## src/rtl/i2c_pkg.sv

```systemverilog
// Shared I2C definitions: field widths, FSM state encoding, per-line event bundle.
package i2c_pkg;

    localparam int I2C_ADDR_W = 7;
    localparam int I2C_BYTE_W = 8;
    localparam int I2C_BCNT_W = 3;

    // Line indices into the conditioned-line array.
    localparam int LN_SCL    = 0;
    localparam int LN_SDA    = 1;
    localparam int NUM_LINES = 2;

    typedef enum logic [2:0] {
        ST_IDLE      = 3'd0,
        ST_ADDR      = 3'd1,
        ST_ADDR_ACK  = 3'd2,
        ST_WR_DATA   = 3'd3,
        ST_WR_ACK    = 3'd4,
        ST_RD_DATA   = 3'd5,
        ST_RD_ACK    = 3'd6,
        ST_WAIT_STOP = 3'd7
    } i2c_state_t;

    // Synchronized level plus one-clk edge strobes for one bus line.
    typedef struct packed {
        logic lvl;
        logic rise;
        logic fall;
    } i2c_line_t;

endpackage

```

## src/rtl/i2c_target_if.sv

```systemverilog
// Pin-side and fabric-side signals of the I2C target, bundled.
interface i2c_target_if;
    import i2c_pkg::*;

    logic                  i2c_scl_in;
    logic                  i2c_sda_in;
    logic                  i2c_sda_oe;
    logic [I2C_BYTE_W-1:0] rx_data;
    logic                  rx_valid;
    logic [I2C_BYTE_W-1:0] tx_data;
    logic                  tx_req;
    logic                  busy;

    // Target side.
    modport slave (
        input  i2c_scl_in, i2c_sda_in, tx_data,
        output i2c_sda_oe, rx_data, rx_valid, tx_req, busy
    );

    // Bus controller / fabric side.
    modport master (
        output i2c_scl_in, i2c_sda_in, tx_data,
        input  i2c_sda_oe, rx_data, rx_valid, tx_req, busy
    );

endinterface

```

## src/rtl/i2c_line_sync.sv

```systemverilog
// 2-FF synchronizer for one asynchronous bus line plus rise/fall strobes.
module i2c_line_sync
    import i2c_pkg::*;
(
    input  logic      clk,
    input  logic      reset,
    input  logic      din,
    output i2c_line_t ln
);

    // [0] metastability stage, [1] synchronized level, [2] previous level.
    logic [2:0] sync_q;

    // Shift the raw pin in; reset to the idle-high bus level so no edge is seen.
    always_ff @(posedge clk) begin
        if (reset) sync_q <= 3'b111;
        else       sync_q <= {sync_q[1:0], din};
    end

    // Edge strobes compare the synchronized level with its registered copy.
    always_comb begin
        ln.lvl  = sync_q[1];
        ln.rise = sync_q[1] & ~sync_q[2];
        ln.fall = ~sync_q[1] & sync_q[2];
    end

endmodule

```

## src/rtl/i2c_target.sv

```systemverilog
// I2C target: START/STOP detect, fixed address match, byte write/read with ACK.
module i2c_target
    import i2c_pkg::*;
#(
    parameter logic [I2C_ADDR_W-1:0] ADDR = 7'h42
) (
    input logic         clk,
    input logic         reset,
    i2c_target_if.slave bus
);

    logic      [NUM_LINES-1:0] pin;
    i2c_line_t [NUM_LINES-1:0] ln;

    assign pin[LN_SCL] = bus.i2c_scl_in;
    assign pin[LN_SDA] = bus.i2c_sda_in;

    for (genvar g = 0; g < NUM_LINES; g++) begin : g_sync
        i2c_line_sync u_sync (
            .clk   (clk),
            .reset (reset),
            .din   (pin[g]),
            .ln    (ln[g])
        );
    end

    logic scl_rise, scl_fall, sda, start_det, stop_det;

    assign scl_rise = ln[LN_SCL].rise;
    assign scl_fall = ln[LN_SCL].fall;
    assign sda      = ln[LN_SDA].lvl;
    // An SDA edge coincident with an SCL edge is data, never START/STOP.
    assign start_det = ln[LN_SDA].fall & ln[LN_SCL].lvl & ~scl_rise & ~scl_fall;
    assign stop_det  = ln[LN_SDA].rise & ln[LN_SCL].lvl & ~scl_rise & ~scl_fall;

    i2c_state_t            state, state_n;
    logic [I2C_BYTE_W-1:0] shreg, shreg_n;
    logic [I2C_BCNT_W-1:0] bit_cnt, bit_cnt_n;
    logic                  rw_q, rw_n;
    // Phase flag inside the two-fall ACK states; in RD_ACK it marks "ACK seen".
    logic                  ack_q, ack_n;
    logic                  oe_q, oe_n;
    logic                  busy_q, busy_n;
    logic [I2C_BYTE_W-1:0] rx_data_q, rx_data_n;
    logic                  rx_valid_q, rx_valid_n;
    logic                  tx_req_q, tx_req_n;

    // State and datapath registers; reset releases SDA on the next edge.
    always_ff @(posedge clk) begin
        if (reset) begin
            state      <= ST_IDLE;
            shreg      <= '0;
            bit_cnt    <= '0;
            rw_q       <= 1'b0;
            ack_q      <= 1'b0;
            oe_q       <= 1'b0;
            busy_q     <= 1'b0;
            rx_data_q  <= '0;
            rx_valid_q <= 1'b0;
            tx_req_q   <= 1'b0;
        end else begin
            state      <= state_n;
            shreg      <= shreg_n;
            bit_cnt    <= bit_cnt_n;
            rw_q       <= rw_n;
            ack_q      <= ack_n;
            oe_q       <= oe_n;
            busy_q     <= busy_n;
            rx_data_q  <= rx_data_n;
            rx_valid_q <= rx_valid_n;
            tx_req_q   <= tx_req_n;
        end
    end

    // Next state and register updates; START/STOP override any bit handling.
    always_comb begin
        state_n    = state;
        shreg_n    = shreg;
        bit_cnt_n  = bit_cnt;
        rw_n       = rw_q;
        ack_n      = ack_q;
        oe_n       = oe_q;
        busy_n     = busy_q;
        rx_data_n  = rx_data_q;
        rx_valid_n = 1'b0;
        tx_req_n   = 1'b0;

        if (stop_det) begin
            state_n = ST_IDLE;
            oe_n    = 1'b0;
            busy_n  = 1'b0;
            ack_n   = 1'b0;
        end else if (start_det) begin
            state_n   = ST_ADDR;
            bit_cnt_n = '0;
            oe_n      = 1'b0;
            ack_n     = 1'b0;
        end else begin
            unique case (state)
                ST_ADDR: begin
                    if (scl_rise) begin
                        shreg_n   = {shreg[I2C_BYTE_W-2:0], sda};
                        bit_cnt_n = bit_cnt + 3'd1;
                        if (bit_cnt == 3'd7) begin
                            rw_n    = sda;
                            ack_n   = 1'b0;
                            state_n = (shreg[I2C_ADDR_W-1:0] == ADDR) ? ST_ADDR_ACK
                                                                      : ST_WAIT_STOP;
                        end
                    end
                end

                ST_ADDR_ACK: begin
                    if (scl_fall) begin
                        if (!ack_q) begin
                            ack_n    = 1'b1;
                            oe_n     = 1'b1;
                            busy_n   = 1'b1;
                            tx_req_n = rw_q;
                        end else begin
                            ack_n     = 1'b0;
                            bit_cnt_n = '0;
                            if (rw_q) begin
                                shreg_n = bus.tx_data;
                                oe_n    = ~bus.tx_data[I2C_BYTE_W-1];
                                state_n = ST_RD_DATA;
                            end else begin
                                oe_n    = 1'b0;
                                state_n = ST_WR_DATA;
                            end
                        end
                    end
                end

                ST_WR_DATA: begin
                    if (scl_rise) begin
                        shreg_n   = {shreg[I2C_BYTE_W-2:0], sda};
                        bit_cnt_n = bit_cnt + 3'd1;
                        if (bit_cnt == 3'd7) begin
                            rx_data_n  = {shreg[I2C_BYTE_W-2:0], sda};
                            rx_valid_n = 1'b1;
                            ack_n      = 1'b0;
                            state_n    = ST_WR_ACK;
                        end
                    end
                end

                ST_WR_ACK: begin
                    if (scl_fall) begin
                        if (!ack_q) begin
                            ack_n = 1'b1;
                            oe_n  = 1'b1;
                        end else begin
                            ack_n   = 1'b0;
                            oe_n    = 1'b0;
                            state_n = ST_WR_DATA;
                        end
                    end
                end

                ST_RD_DATA: begin
                    // MSB went out on entry; each fall rotates the next bit into [7].
                    if (scl_fall) begin
                        bit_cnt_n = bit_cnt + 3'd1;
                        if (bit_cnt == 3'd7) begin
                            oe_n    = 1'b0;
                            ack_n   = 1'b0;
                            state_n = ST_RD_ACK;
                        end else begin
                            shreg_n = {shreg[I2C_BYTE_W-2:0], shreg[I2C_BYTE_W-1]};
                            oe_n    = ~shreg[I2C_BYTE_W-2];
                        end
                    end
                end

                ST_RD_ACK: begin
                    if (!ack_q) begin
                        if (scl_rise) begin
                            if (!sda) begin
                                ack_n    = 1'b1;
                                tx_req_n = 1'b1;
                            end else begin
                                state_n = ST_WAIT_STOP;
                            end
                        end
                    end else if (scl_fall) begin
                        ack_n     = 1'b0;
                        bit_cnt_n = '0;
                        shreg_n   = bus.tx_data;
                        oe_n      = ~bus.tx_data[I2C_BYTE_W-1];
                        state_n   = ST_RD_DATA;
                    end
                end

                default: begin
                    // IDLE and WAIT_STOP keep SDA released and wait for START/STOP.
                    oe_n = 1'b0;
                end
            endcase
        end
    end

    assign bus.i2c_sda_oe = oe_q;
    assign bus.rx_data    = rx_data_q;
    assign bus.rx_valid   = rx_valid_q;
    assign bus.tx_req     = tx_req_q;
    assign bus.busy       = busy_q;

endmodule

```

## src/flat_wrapper.sv

```systemverilog
// flat-port wrapper written by rule: the top's interface ports become plain ports
module i2c_target_flat import i2c_pkg::*;
#(
    parameter logic [I2C_ADDR_W-1:0] ADDR = 7'h42
)
  (clk, reset, bus_i2c_scl_in, bus_i2c_sda_in, bus_tx_data, bus_i2c_sda_oe, bus_rx_data, bus_rx_valid, bus_tx_req, bus_busy);
  i2c_target_if bus_i ();
  input logic clk;
  input logic reset;
  input wire logic [$bits(bus_i.i2c_scl_in)-1:0] bus_i2c_scl_in;
  input wire logic [$bits(bus_i.i2c_sda_in)-1:0] bus_i2c_sda_in;
  input wire logic [$bits(bus_i.tx_data)-1:0] bus_tx_data;
  output wire logic [$bits(bus_i.i2c_sda_oe)-1:0] bus_i2c_sda_oe;
  output wire logic [$bits(bus_i.rx_data)-1:0] bus_rx_data;
  output wire logic [$bits(bus_i.rx_valid)-1:0] bus_rx_valid;
  output wire logic [$bits(bus_i.tx_req)-1:0] bus_tx_req;
  output wire logic [$bits(bus_i.busy)-1:0] bus_busy;
  assign bus_i.i2c_scl_in = bus_i2c_scl_in;
  assign bus_i.i2c_sda_in = bus_i2c_sda_in;
  assign bus_i.tx_data = bus_tx_data;
  assign bus_i2c_sda_oe = bus_i.i2c_sda_oe;
  assign bus_rx_data = bus_i.rx_data;
  assign bus_rx_valid = bus_i.rx_valid;
  assign bus_tx_req = bus_i.tx_req;
  assign bus_busy = bus_i.busy;
  i2c_target #(.ADDR(ADDR)) u_core (.clk(clk), .reset(reset), .bus(bus_i));
endmodule
```

## config.mk

```make
export PLATFORM = sky130hd
export DESIGN_NAME = i2c_target_flat
export DESIGN_NICKNAME = d
export VERILOG_FILES = /design/src/rtl/i2c_pkg.sv /design/src/rtl/i2c_target_if.sv /design/src/rtl/i2c_line_sync.sv /design/src/rtl/i2c_target.sv /design/src/flat_wrapper.sv
export SDC_FILE = /design/constraint.sdc
export NUM_CORES = 1
export LEC_CHECK = 0
export CAP_MARGIN = 15
export CORE_MARGIN = 3
export CORE_UTILIZATION = 40
export DETAILED_ROUTE_END_ITERATION = 8
export GPL_TIMING_DRIVEN = 0
export PLACE_DENSITY = 0.72
export SYNTH_ARGS = -nofsm -noshare
export SYNTH_HDL_FRONTEND = slang
export SYNTH_SLANG_ARGS = --single-unit
```

## constraint.sdc

```tcl
create_clock -name clk -period 2.7 [get_ports clk]
set_clock_uncertainty 0.2 [all_clocks]
set_input_delay 0.54 -clock clk [delete_from_list [all_inputs] [get_ports clk]]
set_output_delay 0.54 -clock clk [all_outputs]
set_load 0.05 [all_outputs]
```

After elaboration in Yosys (flattened, before gate mapping)
Index checks and enable logic that the tools add are counted.
{"block": "totals", "reg_bits": 34, "latchBits": 0, "mem_bits_rw": 0, "mem_bits_ro": 0, "input_bits": 12, "output_inout_bits": 12, "wordCells": 157, "memories": 0}
{"block": "classes", "n_addsub": 1, "mul": 0, "div": 0, "n_lt_le_gt_ge": 0, "eq_ne": 43, "n_shift": 0, "mux": 58, "n_bitwise": 23, "n_reduce_logical": 19}
{"cell": "$mux 3", "count": 23}
{"cell": "$mux 8", "count": 8}
{"cell": "$ne 3x1->1 const B", "count": 14}
{"cell": "$pmux 8 s4", "count": 1}
{"cell": "$ne 2x1->1 const B", "count": 15}
{"cell": "$reduce_and 14->1", "count": 2}
{"cell": "$mux 1", "count": 21}
{"cell": "$pmux 3 s6", "count": 1}
{"cell": "$not 1->1", "count": 13}
{"cell": "$eq 3x3->1 const B", "count": 4}
{"cell": "$pmux 3 s4", "count": 1}
{"cell": "$reduce_and 11->1", "count": 1}
{"cell": "$and 1x1->1", "count": 10}
{"cell": "$reduce_and 5->1", "count": 2}
{"cell": "$ne 4x2->1 const B", "count": 2}
{"cell": "$reduce_and 4->1", "count": 2}
{"cell": "$reduce_and 8->1", "count": 1}
{"cell": "$reduce_bool 4->1", "count": 2}
{"cell": "$eq 7x7->1 const B", "count": 1}
{"cell": "$reduce_bool 7->1", "count": 1}
{"cell": "$eq 3x2->1 const B", "count": 2}
{"cell": "$ne 3x2->1 const B", "count": 2}
{"cell": "$reduce_and 6->1", "count": 1}
{"cell": "$reduce_bool 6->1", "count": 1}
{"cell": "11 further kinds", "count": 13}

Longest topological paths before layout
{"block": "depth", "depth_word": 7, "depth_mapped": 8, "mapped_depth_nobuf": 7}

By module
Synthesis repeated with hierarchy kept, for this count alone.
{"block": "unflattened", "hier_cells": 214, "area_unflattened_um2": 1916.8}
{"mod": "i2c_target", "n_inst": 1, "cells_each": 196, "area_per_inst_um2": 1716.6, "seq_area_each_um2": 560.5}
{"mod": "i2c_line_sync", "n_inst": 2, "cells_each": 9, "area_per_inst_um2": 100.1, "seq_area_each_um2": 60.1}

Worst setup path before layout
Ideal clock, no wire load.
{"block": "synth_timing", "path_kind": "register to register", "startpoint": "reg u_core.bit_cnt[0]", "endpoint": "reg u_core.shreg[2]", "setup_ns": 0.079, "arrival_ns": 1.777, "required_time_ns": 2.421, "setup_slack_ns": 0.644, "stages_incl_launch_ff": 9, "n_path_buf": 1, "period_less_slack_ns": 2.056, "path_cell_list": "dfxtp_1 -> ha_1 -> ha_1 -> and4b_1 -> a211o_1 -> nor3_4 -> buf_6 -> nor2_1 -> a211oi_2"}
{"block": "synth_via", "elab_chain_cells": 3}
{"element": "from (decl)", "line_no": "i2c_target.sv:38", "source": "logic [I2C_BCNT_W-1:0] bit_cnt, bit_cnt_n;"}
{"element": "from (signal assigned)", "line_no": "i2c_target.sv:64", "source": "bit_cnt <= bit_cnt_n;"}
{"element": "$eq 3x3->1", "line_no": "i2c_target.sv:165", "source": "if (bit_cnt == 3'd7) begin"}
{"element": "$ne 2x2->1 (no source line)"}
{"element": "$reduce_and 11->1 (no source line)"}
{"element": "to (signal assigned)", "line_no": "i2c_target.sv:63", "source": "shreg <= shreg_n;"}
{"element": "to (decl)", "line_no": "i2c_target.sv:37", "source": "logic [I2C_BYTE_W-1:0] shreg, shreg_n;"}
Every way passes these cells.
A chain may end at the register's enable or synchronous reset.

Worst setup path after layout
Same ends and word-level chain as after synthesis.

==> results.py <==
metrics = {
    "route": {
        "viasPerCell": 5.63,
        "wl_per_cell_um": 14.4,
        "wirelength_um": 3830,
        "post-route-drc-count": 0,
        "vias": 1497,
        "postRouteAntennaNets": 0,
        "dr.first_iter.drc_count": 150,
        "drtPass1Iterations": 5,
    },
    "floorplanning": {
        "num_rows": 23,
        "initial_utilization": 0.419,
        "coreArea_mm2": 0.00406,
        "fp.dieH_um": 71.2,
        "ioPinCount": 24,
        "die-area_mm2": 0.00507,
        "fp.dieW_um": 71.2,
    },
    "global_routing": {
        "grt_pass1_vias": 1331,
        "grt_max_degree": 12,
        "grt_pass1_wl_um": 6310,
        "grt.overflow.total": 0,
        "antenna_found_initial": 0,
        "grtUsageTotal": 0.158,
    },
    "min_path": {
        "min_path_type": "flop to flop",
    },
    "finish": {
        "final_util": 0.512,
        "final_nets": 229,
        "drive_above_1_share": 0.130,
        "fin_cells": 266,
        "areaGrowthSynthToFinish_pct": 22.2,
        "n_antenna_cell": 0,
        "fill_cells": 378,
        "regArea_um2": 681,
        "finalInstanceArea_mm2": 0.00208,
        "multi_input_area_um2": 951,
    },
    "synth": {
        "yosysWarnings": 0,
        "synth-edff-count": 0,
        "ys_async_sr_fraction": 0,
        "ys.flop_type": "dfxtp_1",
        "synth_top_area_share": 0.400,
        "synth_area_leaders": "dfxtp_1, mux2i_1, nor2_1, a211oi_1, or2_2",
        "synth_top_area_cell": "dfxtp_1",
        "seq_area_frac_synth": 0.400,
        "synth-seq-cells": 34,
        "yosysMostFrequentCell": "dfxtp_1",
        "synth_common_cells": "dfxtp_1, nor2_1, mux2i_1",
        "syn_area_mm2": 0.00170,
        "syn-instance-count": 186,
        "syn_avg_cell_area_um2": 9.15,
        "synth_cell_type_count": 48,
        "syn_nets": 200,
    },
    "clock_tree": {
        "htree_levels": 2,
        "post_cts_buffers": 0,
        "cts_buffers": 5,
        "cts_root_buf": "clkbuf_8",
        "insertion_delay_ns": 0.29,
        "cts-resized-gates": 0,
        "holdBufCountCts": 0,
        "tritoncts": "done",
        "clk_pin_slew_ns": 0.07,
        "cts_sinks": 34,
        "clock_path_buffers": 2,
    },
    "sta": {
        "post-route-min-period_ns": 2.28,
        "setup_violations": 0,
        "slew_violations": 0,
        "fin_crit_sh": 0.844,
        "worst_slew_pin_slew_ns": 0.514,
        "slew_headroom": 0.652,
        "rsz0062_at_grt": "no",
        "finalHoldViolCount": 0,
        "fin_setup_tns_ns": 0,
        "fmax_mhz": 439,
    },
    "setup_path": {
        "cp-end-kind": "flop",
        "critPathMaxStageDelay_ns": 0.33,
        "arrival_ns": 2.30,
        "criticalPathCategory": "flop to flop",
        "crit_fanout": 10,
        "critPathLaunchType": "flop",
        "crit_path_top_delay_cell": "dfxtp_1",
        "cp_common_cell": "ha_1",
        "required_ns": 2.72,
        "crit_chain": "ha_1 -> ha_1 -> and4b_1 -> a211o_1 -> nor3_4 -> buf_6 -> nor2_1 -> a211oi_2",
    },
    "place": {
        "port-buffer-count": 22,
        "dpl_cell_area_mm2": 0.00198,
        "gp_congestion": 0.896,
        "place.detailed.hpwl_um": 2740,
        "place_inst": 258,
    },
    "power": {
        "power_leakage_nw": 0.833,
        "power.ir.vdd_worst_mv": 0.235,
        "p_per_area_mw_per_mm2": 465,
        "p_total_w": 0.000967,
    },
    "run": {
        "drv_cap": 0,
    },
    "outcome": {
        "status": "finished clean",
    },
}
[path summary, 6_finish.rpt]
path	depth (start not counted)	end	startpoint	slack, ns
max	8	u_core.shreg[2]	u_core.bit_cnt[0]	0.42
min	1	u_core.g_sync[1].u_sync.sync_q[1]	u_core.g_sync[1].u_sync.sync_q[0]	0.20
max reg2reg	8	u_core.shreg[2]	u_core.bit_cnt[0]	0.42
min reg2reg	1	u_core.g_sync[1].u_sync.sync_q[1]	u_core.g_sync[1].u_sync.sync_q[0]	0.20
[layer usage]
layer  part of all wire  vias to the layer above  GRT usage  wire length, µm
li1                   -                      740          -                -
met1               0.47                      697      0.204             1790
met2               0.45                       53      0.243             1730
met3              0.064                        7     0.0491              244
met4              0.018                        0     0.0668               69
met5                  0                        -          0                0
[final cells by class]
cell class | instances | share of cell area
clock inverters | 2 | 0.00602
repair buffers | 22 | 0.106
inverters | 4 | 0.00722
plain buffers | 10 | 0.0265
well taps | 50 | 0.0301
flip-flops and latches | 34 | 0.327
multi-input cells | 138 | 0.457
clock buffers | 6 | 0.0397
[where the power goes]
part	switching, W	internal [W]
logic	0.0000310	0.0000291
registers	0.00000427	0.000506
clock network	0.000192	0.000205
[cell families (layout without fill, tap and decap cells)]
group	Yosys count	after routing	share of synthesized area
AOI/OAI and AO/OA	42	42	0.186
xor gates and xnor gates	1	1	0.00515
adders and majority gates	2	2	0.0147
buffers and inverters	14	44	0.0412
DFF	34	34	0.400
muxes	19	19	0.112
and+or+nand+nor	74	74	0.241
[flip-flops by register name, indices dropped and copies added (netlist names)]
register and count:
u_core.ack_q 1, u_core.bit_cnt 3, u_core.bus.busy 1, u_core.bus.i2c_sda_oe 1
u_core.bus.rx_data 8, u_core.bus.rx_valid 1, u_core.bus.tx_req 1, u_core.g_sync.u_sync.sync_q 6
u_core.rw_q 1, u_core.shreg 8, u_core.state 3
[layout by cell type (no fill, tap or decap), drive strengths merged, types with 3 or more instances in the layout]
| cell type | count |
|---|---|
| o21ai | 9 |
| inv | 4 |
| clkbuf | 9 |
| mux2i | 19 |
| nor2 | 29 |
| nand3 | 3 |
| buf | 7 |
| nand2 | 7 |
| or2 | 6 |
| dfxtp | 34 |
| o211ai | 3 |
| nand2b | 5 |
| a21oi | 5 |
| a211oi | 12 |
| clkdlybuf4s50 | 22 |
| nor3 | 8 |
[worst max-delay path, delay by kind of cell, from the launching register on]
kind	cells	cell delay, ns
AO/OA/AOI/OAI	2	0.47
adder cells (fa/ha/maj)	2	0.44
buffers and inverters	1	0.20
flip-flops	1	0.33
AND/OR/NAND/NOR	3	0.57
[metrics by stage]
stage          hold slack, ns  setup slack (ns)
2_1_floorplan           0.189             0.644
6_report                0.204             0.421
4_1_cts                 0.206             0.422
3_3_place_gp            0.192             0.452
3_5_place_dp            0.193             0.434
5_1_grt                 0.218             0.323
Note: power is estimated with default switching activity, not from simulation.
==> RTL change: new RTL, config.mk and constraints unchanged <==
Change the package constant `I2C_BCNT_W` from 3 to 6.
--- a/src/rtl/i2c_pkg.sv
+++ b/src/rtl/i2c_pkg.sv
@@ -3,7 +3,7 @@
 
     localparam int I2C_ADDR_W = 7;
     localparam int I2C_BYTE_W = 8;
-    localparam int I2C_BCNT_W = 3;
+    localparam int I2C_BCNT_W = 6;
 
     // Line indices into the conditioned-line array.
     localparam int LN_SCL    = 0;
Check against the original RTL: same outputs for any inputs over 10 cycles, from zero or initial values and one cycle with reset high; that may be too few to reach the edited logic, so the function may still have changed.
==> RTL change against the unedited design <==
  * Worst setup slack improved by 30 ps
  * Total power rose by 6.1%
  * Area after synthesis rose by 14%
  * Sequential power rose by 9.0%
  * Sequential cell count rose by 3
  * Design area rose by 11%
  * Wire length rose by 16%
  * Utilization rose by 0.057 points
  * Critical endpoint is now u_core.shreg[4]$_SDFFE_PP0P_
==> RTL change: results (changes against the unedited design) <==
Global routing
  • Gr usage total: 17.0% (+1.2 points)
  • Largest net degree at the start of global routing: 14 (+2)
  • Vias in the first global route: 1548 (+16%)
  • First-pass GRT wire length: 7390 µm (+17%)

Power and ir drop
  • Leakage: 0.757 nW (-9.1%)
  • Maximum vdd drop: 0.000236 V (+0.45%)

Logic synthesis
  • Area contributors post-synth: dfxtp_1, mux2i_1, nor2_1, a21oi_1, a311oi_1
  • Synth cell count leaders: dfxtp_1, nor2_1, a21oi_1, mux2i_1, nand2_1
  • Yosys cell types: 56 (+17%)
  • Syn avg cell area: 9.00 µm² (-1.6%)
  • Sequential fraction of the synthesis area: 38.3% (-1.7 points)
  • Syn nets: 228 (+14%)
  • Cell with the most instances after synthesis: dfxtp_1

Place
  • Post-DP HPWL: 3160 µm (+16%)
  • Area after DPL: 0.00222 mm² (+12%)
  • Placed insts: 289 (+12%)
  • Placer Congestion: 0.942 (+5.1%)

Clocking
  • CTS H-Tree Depth: 2 (unchanged)

Setup path
  • Flop2flop setup slack: 450 ps (+30 ps)
  • WP data arrival: 2270 ps (-30 ps)
  • CP Max Fanout: 10 (unchanged)

Routing
  • Drt initial violations: 173 (+15%)
  • DRT Pass-1 Iters: 4 (-1)
  • Final WL: 4430 µm (+16%)
  • DR vias: 1701 (+14%)

Run status
  • Status: finished, final reports clean

Final layout
  • Share of cells above drive strength 1: 12.2% (-0.72 points)
  • Finished Layout Cells: 297 (+12%)
  • Final #Nets: 257 (+12%)

Hold path
  • Min-Delay Path Class: flip-flop to flip-flop

STA
  • Hold WS: 212 ps (+8.00 ps)
  • Worst slew pin tran: 738 ps (+224 ps)
  • Tcrit/Tclk final: 83.3% (-1.1 points)
## RTL change: final cells by class
cell class	instances	area (µm²)
buffer	14	68.8
clock buffer	5	68.8
clock inverter	3	21.3
fill	432	2190
inverter	2	7.51
multi-input combinational	162	1120
sequential	37	741
tap	52	65.1
timing repair buffer	22	220
## RTL change: path summary, 6_finish.rpt
kind         cells past startpoint                                           end                                    startpoint
max                              7                  u_core.shreg[4]$_SDFFE_PP0P_                  u_core.state[1]$_SDFFE_PP0P_
min                              1  u_core.g_sync[0].u_sync.sync_q[1]$_SDFF_PP1_  u_core.g_sync[0].u_sync.sync_q[0]$_SDFF_PP1_
max reg2reg                      7                  u_core.shreg[4]$_SDFFE_PP0P_                  u_core.state[1]$_SDFFE_PP0P_
min reg2reg                      1  u_core.g_sync[0].u_sync.sync_q[1]$_SDFF_PP1_  u_core.g_sync[0].u_sync.sync_q[0]$_SDFF_PP1_
## RTL change: cell families (layout without fill, tap and decap cells)
family                     after synthesis  after routing  share of synthesized area, %
AOI/OAI and AO/OA                       58             58                          22.4
xor gates and xnor gates                 7              7                          3.17
adders and majority gates                1              1                         0.646
buffers and inverters                   16             46                          3.94
DFF                                     37             37                          38.3
muxes                                   18             18                          9.37
and+or+nand+nor                         78             78                          22.2
## RTL change: power breakdown
group          leakage, nW  total [mW]  internal [mW]  switching [mW]
Sequential           0.299       0.556          0.550         0.00550
Combinational        0.413      0.0623         0.0308          0.0315
Clock               0.0445       0.408          0.183           0.225
## RTL change: metal layers
metal / global-route usage [%] / up-vias / wire (µm)
li1: - / 848 / -
met1: 22.8 / 786 / 2050
met2: 26.5 / 59 / 2030
met3: 5.41 / 8 / 315
met4: 4.27 / 0 / 44
met5: 0 / - / 0
## RTL change: worst max-delay path: stages (launching register included)
cell	delay, ps
dfxtp_1	300
clkbuf_1	230
nand2b_1	270
o21ba_1	230
a311oi_4	440
buf_6	210
a21oi_2	60
a311oi_2	230
